**src/rtl/ldpc_qc_parity_enc_if.sv**
```systemverilog
// rtl/ldpc_qc_parity_enc_if.sv - handshake, ROM and parity stream bundle for the QC-LDPC parity encoder
interface ldpc_qc_parity_enc_if #(
  parameter int Z  = 360,
  parameter int AW = 4
);
  logic          start;
  logic          din_valid;
  logic          din;
  logic          din_ready;
  logic [AW-1:0] rom_addr;
  logic [Z-1:0]  rom_data;
  logic          dout;
  logic          dout_valid;
  logic          dout_last;
  logic          dout_ready;
  logic          busy;

  modport master (
    output start, din_valid, din, rom_data, dout_ready,
    input  din_ready, rom_addr, dout, dout_valid, dout_last, busy
  );

  modport slave (
    input  start, din_valid, din, rom_data, dout_ready,
    output din_ready, rom_addr, dout, dout_valid, dout_last, busy
  );
endinterface

```
**src/rtl/ldpc_qc_parity_enc.sv**
```systemverilog
// rtl/ldpc_qc_parity_enc.sv - serial QC-LDPC parity encoder with circulant generator ROM
module ldpc_qc_parity_enc #(
  parameter int Z             = 360,
  parameter int KG            = 12,
  parameter int AW            = 4,
  parameter int OUT_MSB_FIRST = 1,
  parameter int ACCUM_MODE    = 0
) (
  input  logic                 clk,
  input  logic                 rst_n,
  ldpc_qc_parity_enc_if.slave  bus
);
  localparam int JW = (Z > 1) ? $clog2(Z) : 1;

  typedef enum logic [2:0] {IDLE, FETCH_A, FETCH_D, ACCUM, OUTPUT} state_t;

  state_t        state_q, state_d;
  logic [Z-1:0]  acc_q, acc_d;
  logic [Z-1:0]  rot_q, rot_d;
  logic [AW-1:0] g_q, g_d;
  logic [JW-1:0] j_q, j_d;
  logic [JW-1:0] k_q, k_d;
  logic          run_q, run_d;
  logic [AW-1:0] rom_addr_q, rom_addr_d;
  logic          dout_q, dout_d;
  logic          dout_valid_q, dout_valid_d;
  logic          dout_last_q, dout_last_d;

  logic [JW-1:0] sel_idx;
  logic          sel_bit;
  logic          load;
  logic          done;

  // Pick the accumulator bit for output index k in the configured bit order
  assign sel_idx = (OUT_MSB_FIRST != 0) ? (JW'(Z - 1) - k_q) : k_q;
  assign sel_bit = acc_q[sel_idx];
  // A new bit is loaded into the output register when it is empty or the current non-last bit is taken
  assign load    = (state_q == OUTPUT) && (!dout_valid_q || (bus.dout_ready && !dout_last_q));
  assign done    = (state_q == OUTPUT) && dout_valid_q && dout_last_q && bus.dout_ready;

  assign bus.din_ready  = (state_q == ACCUM);
  assign bus.busy       = (state_q != IDLE);
  assign bus.rom_addr   = rom_addr_q;
  assign bus.dout       = dout_q;
  assign bus.dout_valid = dout_valid_q;
  assign bus.dout_last  = dout_last_q;

  // Next-state and datapath updates for fetch, accumulate and serialize phases
  always_comb begin
    state_d      = state_q;
    acc_d        = acc_q;
    rot_d        = rot_q;
    g_d          = g_q;
    j_d          = j_q;
    k_d          = k_q;
    run_d        = run_q;
    rom_addr_d   = rom_addr_q;
    dout_d       = dout_q;
    dout_valid_d = dout_valid_q;
    dout_last_d  = dout_last_q;
    case (state_q)
      IDLE: begin
        if (bus.start) begin
          acc_d      = '0;
          run_d      = 1'b0;
          g_d        = '0;
          j_d        = '0;
          k_d        = '0;
          rom_addr_d = '0;
          state_d    = FETCH_A;
        end
      end
      FETCH_A: state_d = FETCH_D;
      FETCH_D: begin
        rot_d   = bus.rom_data;
        state_d = ACCUM;
      end
      ACCUM: begin
        if (bus.din_valid) begin
          if (bus.din) acc_d = acc_q ^ rot_q;
          rot_d = {rot_q[0], rot_q[Z-1:1]};
          if (j_q == JW'(Z - 1)) begin
            if (g_q == AW'(KG - 1)) begin
              k_d     = '0;
              state_d = OUTPUT;
            end else begin
              j_d        = '0;
              g_d        = g_q + AW'(1);
              rom_addr_d = g_q + AW'(1);
              state_d    = FETCH_A;
            end
          end else begin
            j_d = j_q + JW'(1);
          end
        end
      end
      OUTPUT: begin
        if (done) begin
          dout_d       = 1'b0;
          dout_valid_d = 1'b0;
          dout_last_d  = 1'b0;
          state_d      = IDLE;
        end else if (load) begin
          dout_d       = (ACCUM_MODE != 0) ? (run_q ^ sel_bit) : sel_bit;
          run_d        = run_q ^ sel_bit;
          dout_valid_d = 1'b1;
          dout_last_d  = (k_q == JW'(Z - 1));
          if (k_q != JW'(Z - 1)) k_d = k_q + JW'(1);
        end
      end
      default: state_d = IDLE;
    endcase
  end

  // State and datapath registers; reset aborts any codeword in flight
  always_ff @(posedge clk or negedge rst_n) begin
    if (!rst_n) begin
      state_q      <= IDLE;
      acc_q        <= '0;
      rot_q        <= '0;
      g_q          <= '0;
      j_q          <= '0;
      k_q          <= '0;
      run_q        <= 1'b0;
      rom_addr_q   <= '0;
      dout_q       <= 1'b0;
      dout_valid_q <= 1'b0;
      dout_last_q  <= 1'b0;
    end else begin
      state_q      <= state_d;
      acc_q        <= acc_d;
      rot_q        <= rot_d;
      g_q          <= g_d;
      j_q          <= j_d;
      k_q          <= k_d;
      run_q        <= run_d;
      rom_addr_q   <= rom_addr_d;
      dout_q       <= dout_d;
      dout_valid_q <= dout_valid_d;
      dout_last_q  <= dout_last_d;
    end
  end
endmodule

```
**src/flat_wrapper.sv**
```systemverilog
// flat-port wrapper written by rule: the top's interface ports become plain ports
module ldpc_qc_parity_enc_flat 
#(
  parameter int Z             = 360,
  parameter int KG            = 12,
  parameter int AW            = 4,
  parameter int OUT_MSB_FIRST = 1,
  parameter int ACCUM_MODE    = 0
)
  (clk, rst_n, bus_start, bus_din_valid, bus_din, bus_rom_data, bus_dout_ready, bus_din_ready, bus_rom_addr, bus_dout, bus_dout_valid, bus_dout_last, bus_busy);
  ldpc_qc_parity_enc_if #(.Z(Z), .AW(AW)) bus_i ();
  input  logic clk;
  input  logic rst_n;
  input wire logic [$bits(bus_i.start)-1:0] bus_start;
  input wire logic [$bits(bus_i.din_valid)-1:0] bus_din_valid;
  input wire logic [$bits(bus_i.din)-1:0] bus_din;
  input wire logic [$bits(bus_i.rom_data)-1:0] bus_rom_data;
  input wire logic [$bits(bus_i.dout_ready)-1:0] bus_dout_ready;
  output wire logic [$bits(bus_i.din_ready)-1:0] bus_din_ready;
  output wire logic [$bits(bus_i.rom_addr)-1:0] bus_rom_addr;
  output wire logic [$bits(bus_i.dout)-1:0] bus_dout;
  output wire logic [$bits(bus_i.dout_valid)-1:0] bus_dout_valid;
  output wire logic [$bits(bus_i.dout_last)-1:0] bus_dout_last;
  output wire logic [$bits(bus_i.busy)-1:0] bus_busy;
  assign bus_i.start = bus_start;
  assign bus_i.din_valid = bus_din_valid;
  assign bus_i.din = bus_din;
  assign bus_i.rom_data = bus_rom_data;
  assign bus_i.dout_ready = bus_dout_ready;
  assign bus_din_ready = bus_i.din_ready;
  assign bus_rom_addr = bus_i.rom_addr;
  assign bus_dout = bus_i.dout;
  assign bus_dout_valid = bus_i.dout_valid;
  assign bus_dout_last = bus_i.dout_last;
  assign bus_busy = bus_i.busy;
  ldpc_qc_parity_enc #(.Z(Z), .KG(KG), .AW(AW), .OUT_MSB_FIRST(OUT_MSB_FIRST), .ACCUM_MODE(ACCUM_MODE)) u_core (.clk(clk), .rst_n(rst_n), .bus(bus_i));
endmodule
```
**config.mk**
```make
export PLATFORM = sky130hd
export DESIGN_NAME = ldpc_qc_parity_enc_flat
export DESIGN_NICKNAME = d
export VERILOG_FILES = /design/src/rtl/ldpc_qc_parity_enc_if.sv /design/src/rtl/ldpc_qc_parity_enc.sv /design/src/flat_wrapper.sv
export SDC_FILE = /design/constraint.sdc
export NUM_CORES = 2
export LEC_CHECK = 0
export CORE_MARGIN = 2
export CORE_UTILIZATION = 30
export DETAILED_ROUTE_END_ITERATION = 7
export GPL_TIMING_DRIVEN = 0
export SLEW_MARGIN = 20
export SYNTH_ARGS = -nofsm -noshare
export SYNTH_HDL_FRONTEND = slang
export SYNTH_SLANG_ARGS = --single-unit
```
**constraint.sdc**
```tcl
create_clock -name clk -period 3.3 [get_ports clk]
set_input_delay 0.66 -clock clk [delete_from_list [all_inputs] [get_ports clk]]
set_output_delay 0.66 -clock clk [all_outputs]
set_load 0.05 [all_outputs]
```
[Word-level counts from Yosys, hierarchy flattened]
Cells that the tools add are included.
Widths: inputs -> output; s select.
Word-level totals
  bits of input ports: 366
  output and inout port bits: 9
  word-level logic and storage cells: 92
  bits in registers: 748
Operators by class
  magnitude comparators: 1
  muxes and demuxes: 37
  add/sub/neg operators: 4
  equality and inequality tests: 19
  reductions and logical operators: 21
  bitwise gates (word level): 1
Operators by type and width (count)
  $mux 360: 4
  $pmux 360 s2: 2
  $xor 360x360->360: 1
  $mux 9: 10
  $pmux 9 s3: 1
  $add 9x1->9 const B: 2
  $eq 9x9->1 const B: 2
  $pmux 9 s2: 1
  $mux 4: 4
  $mux 3: 5
  $pmux 3 s5: 1
  $ne 2x2->1 const B: 6
  $reduce_and 4->1: 3
  $lt 9x10->1 const B: 1
  $bmux 1 s9: 1
  $ne 9x9->1 const B: 1
  $sub 9x9->9 const A: 1
  $ne 2x1->1 const B: 4
  $pmux 4 s2: 1
  $reduce_and 8->1: 1
  $mux 1: 7
  $eq 3x2->1 const B: 2
  $reduce_bool 2->1: 3
  $reduce_bool 3->1: 2
  11 further kinds: 17

[Logic depth before layout (Yosys ltp)]
  word-level depth: 7
  mapped depth: 13
  depth with buffers taken out: 9

[Worst setup path before layout]
OpenSTA, ideal clock, no wires.
  path kind: register -> register
  start: register u_core.k_q[3]
  end: register u_core.dout_q, in the netlist u_core.bus.dout
  cell stages (with the launch flop): 13
  setup time: 0.110 ns
  buffers on the path: 4
  data arrival time: 2.790 ns
  slack: 0.400 ns
  period minus slack after synthesis: 2.900 ns
  data required time: 3.190 ns
  cell sequence: dfrtp_1 > buf_2 > clkinv_1 > clkbuf_1 > ha_1 > clkbuf_1 > buf_2 > nor2_1 > o2111ai_1 > o211a_1 > nand3_1 > o221ai_1 > o41ai_1
On the way
  word-level cells in the longest chain between the ends: 5
Ends and longest elaborated chain
  start: declaration: RTL line ldpc_qc_parity_enc.sv:22  | logic [JW-1:0] k_q, k_d;
  start signal: assignment: RTL line ldpc_qc_parity_enc.sv:135  | k_q <= k_d;
  $sub 9x9->9: RTL line ldpc_qc_parity_enc.sv:35  | assign sel_idx = (OUT_MSB_FIRST != 0) ? (JW'(Z - 1) - k_q) : k_q;
  $bmux 1 s9: RTL line ldpc_qc_parity_enc.sv:36  | assign sel_bit = acc_q[sel_idx];
  $mux 1 (not written as such): RTL line ldpc_qc_parity_enc.sv:36
  $mux 1: RTL line ldpc_qc_parity_enc.sv:103  | end else if (load) begin
  $mux 1: RTL line ldpc_qc_parity_enc.sv:98  | if (done) begin
  end signal: assignment: RTL line ldpc_qc_parity_enc.sv:138  | dout_q <= dout_d;
  end: declaration: RTL line ldpc_qc_parity_enc.sv:25  | logic dout_q, dout_d;
No other way between the ends. The select of a mux whose other input is x is not followed.
A chain may end at the register's enable or synchronous reset.

[Final worst setup path]
  start: register u_core.k_q[2]
  end: register u_core.dout_q, in the netlist u_core.bus.dout
Same word-level chain as after synthesis.

==> impl_metrics.py <==
metrics = {
    "placed_design": {
        "dpl_cell_area_sq_um": 41540,
        "place_hpwl_um": 94750,
        "place_congestion": 0.8628,
        "dp_slack_ns": -1.866,
        "port-buffer-count": 374,
    },
    "die": {
        "die_y_um": 348.4,
        "die_area_sq_um": 121300,
        "num_rows": 126,
        "coreArea_sq_um": 117800,
        "initial_core_util": 0.3021,
        "chipWidth_um": 348.4,
        "ioPinCount": 375,
    },
    "sta": {
        "hold_violations": 0,
        "final.setup.worst_slack_ns": 0.08565,
        "fin_crit_sh": 0.9740,
        "fin_worst_skew_ns": 0.01755,
        "tns_ns": 0,
        "max_freq_mhz": 311.1,
        "setup_viol": 0,
        "min_period_ns": 3.214,
        "final-max-slew-violation-count": 0,
        "worst_pin_slew_ns": 1.168,
        "slew_headroom": 0.2213,
    },
    "critical_path": {
        "critPathMaxFanout": 11,
        "worst_setup_path_start_kind": "flop",
        "worstSetupEndpointType": "flop",
        "cp_data_arrival_time_ns": 3.74,
        "r2r-end": "u_core.bus.dout",
        "critPathKind": "reg2reg",
        "timing.rr.start": "u_core.k_q[2]",
        "critical_path_required_ns": 3.82,
        "r2r_setup_slack_ns": 0.09,
        "worstRegToRegCells": 9,
    },
    "yosys": {
        "ys_seq_elements": 748,
        "synth_area_sq_um": 35570,
        "synth_edf_count": 0,
        "netlist_instances": 3978,
        "ys_types": 51,
        "yosys_warnings": 0,
        "avgSynthCellArea_sq_um": 8.942,
        "synth_ff_type": "dfrtp_1",
        "synthArstFlopShare": 1.000,
        "synth_seq_area_share": 0.5262,
        "synth_nets": 4349,
    },
    "cells_and_area": {
        "multi_input_area_sq_um": 15540,
        "regArea_sq_um": 18720,
        "fin_area_sq_um": 44770,
        "nets": 4826,
        "area_delta_synth_final_pct": 25.87,
        "fillers": 11590,
        "final_cell_mix": "1134 x nand2_1, 1110 x o21ai_0, 747 x dfrtp_1, 372 x clkdlybuf4s50_1, 365 x o22ai_1",
        "final_common_cell": "nand2_1",
        "fin_util": 0.3802,
        "drive_gt1_frac": 0.08197,
    },
    "grt": {
        "grt_pass1_vias": 31350,
        "antenna_found_initial": 11,
        "grt_max_degree": 94,
        "grt_pass1_wl_um": 198000,
        "grt_use_total": 0.2147,
        "grt_overflow": 0,
    },
    "routing": {
        "vias": 32450,
        "drt-pass1-iter-count": 6,
        "drc": 0,
        "routed_wirelength_um": 131900,
        "drt_iter0_drc": 2876,
        "viasPerCell": 5.350,
        "post_drt_wl_per_cell_um": 21.74,
        "detail-route-antenna-nets": 0,
    },
    "clock_tree": {
        "clk_latency_ns": 0.65,
        "numCtsBuffers": 88,
        "htreeDepth": 3,
        "cts_buffer_depth": 3,
        "cts_tree": "built",
        "clk_pin_slew_ns": 0.06,
        "cts-root-buf": "clkbuf_16",
        "clock-sinks": 748,
    },
    "hold_path": {
        "whs_path_depth": 1,
        "worstHoldStart": "u_core.acc_q[95]",
        "hold_end": "u_core.acc_q[95]",
        "hold_class": "reg2reg",
    },
    "pwr": {
        "finalPower_uw": 41450,
        "power_density_nw_per_um2": 925.8,
        "peakVddDrop_v": 0.0003438,
        "leakagePower_uw": 0.01770,
    },
    "status": {
        "outcome": "finished, final reports clean",
    },
    "run": {
        "drv_cap": 0,
    },
}
[sequential cells by signal (all words and copies together) (netlist names)]
register,count
u_core.j_q,9
u_core.rot_q,360
u_core.k_q,9
u_core.g_q,4
u_core.state_q,3
u_core.acc_q,360
u_core.bus.dout_last,1
u_core.bus.dout_valid,1
u_core.bus.dout,1
[Yosys cell counts, drive strengths merged, types with 10 or more instances]
master,number,area share
a21oi,12,0.0017
nand3,35,0.0049
o22ai,365,0.064
nand4,12,0.0021
buf,95,0.015
o21ai,1111,0.16
clkbuf,227,0.024
nand2,1134,0.12
dfrtp,748,0.53
nor2,26,0.0027
mux2i,11,0.0031
mux4,91,0.058
nor3,10,0.0014
[worst max-delay path, stage by stage (launching register included)]
cell	delay, ns
dfrtp_1	0.49
buf_4	0.38
buf_4	0.38
buf_4	0.33
mux2i_1	0.42
nor2_1	0.08
nor3_1	0.31
nand4_1	0.22
a21oi_1	0.35
o41ai_1	0.11
[layer usage]
layer  up-vias  part of all wire  GRT usage
li1      15140                 -          -
met1     16090              0.44     0.2936
met2       988              0.47     0.3469
met3       219             0.059    0.03400
met4         8             0.032    0.07130
met5         -           0.00039          0
[worst max path at each step]
| stage | start | to | depth (start not counted) |
|---|---|---|---|
| after global routing | u_core.state_q[0] | u_core.acc_q[307] | 10 |
| final | u_core.k_q[2] | u_core.bus.dout | 9 |
| after detailed placement | u_core.k_q[3] | u_core.bus.dout | 12 |
| after global placement | rst_n | u_core.rot_q[136] | 1 |
| after floorplan | u_core.k_q[3] | u_core.bus.dout | 12 |
| after CTS | u_core.k_q[0] | u_core.bus.dout | 10 |
[through the flow]
stage	cells	hold slack [ns]
floorplan	3978	0.3644
global placement	5888	0.4614
detailed placement	5899	0.4634
CTS	6063	0.4766
global route	6062	0.4917
finish	6065	0.4763
[logic make-up after synthesis]
family	Yosys count	synth area share
AO/OA/AOI/OAI	1525	0.2305
AND/OR/NAND/NOR	1254	0.1377
flip-flops	748	0.5262
buffers and inverters	331	0.03967
multiplexers	106	0.06197
XOR/XNOR	9	0.002216
adder cells (fa/ha/maj)	5	0.001759
[power by group]
group          switching [uW]  internal (uW)
clock                    4090           6270
sequential               3720          13200
combinational            9110           5120
[final cells by class]
type	instances	share of cell area
Antenna cell	3	0.0001677
Buffer	318	0.03149
Clock buffer	128	0.05916
Clock inverter	33	0.009278
Inverter	9	0.0008663
Multi-Input combinational cell	2899	0.3471
Sequential cell	748	0.4181
Tap cell	1536	0.04292
Timing Repair Buffer	391	0.09096
[repair_timing]
item                                    in CTS  in global routing
hold buffers                                 1                  0
cloned                                       0                  0
endpoints found under the setup margin      14                232
pin swaps                                    1                  0
resized for setup                           32                  6
setup buffers                                5                  0
endpoints found under the hold margin       66                  0
Note: power is estimated with default switching activity, not from simulation.
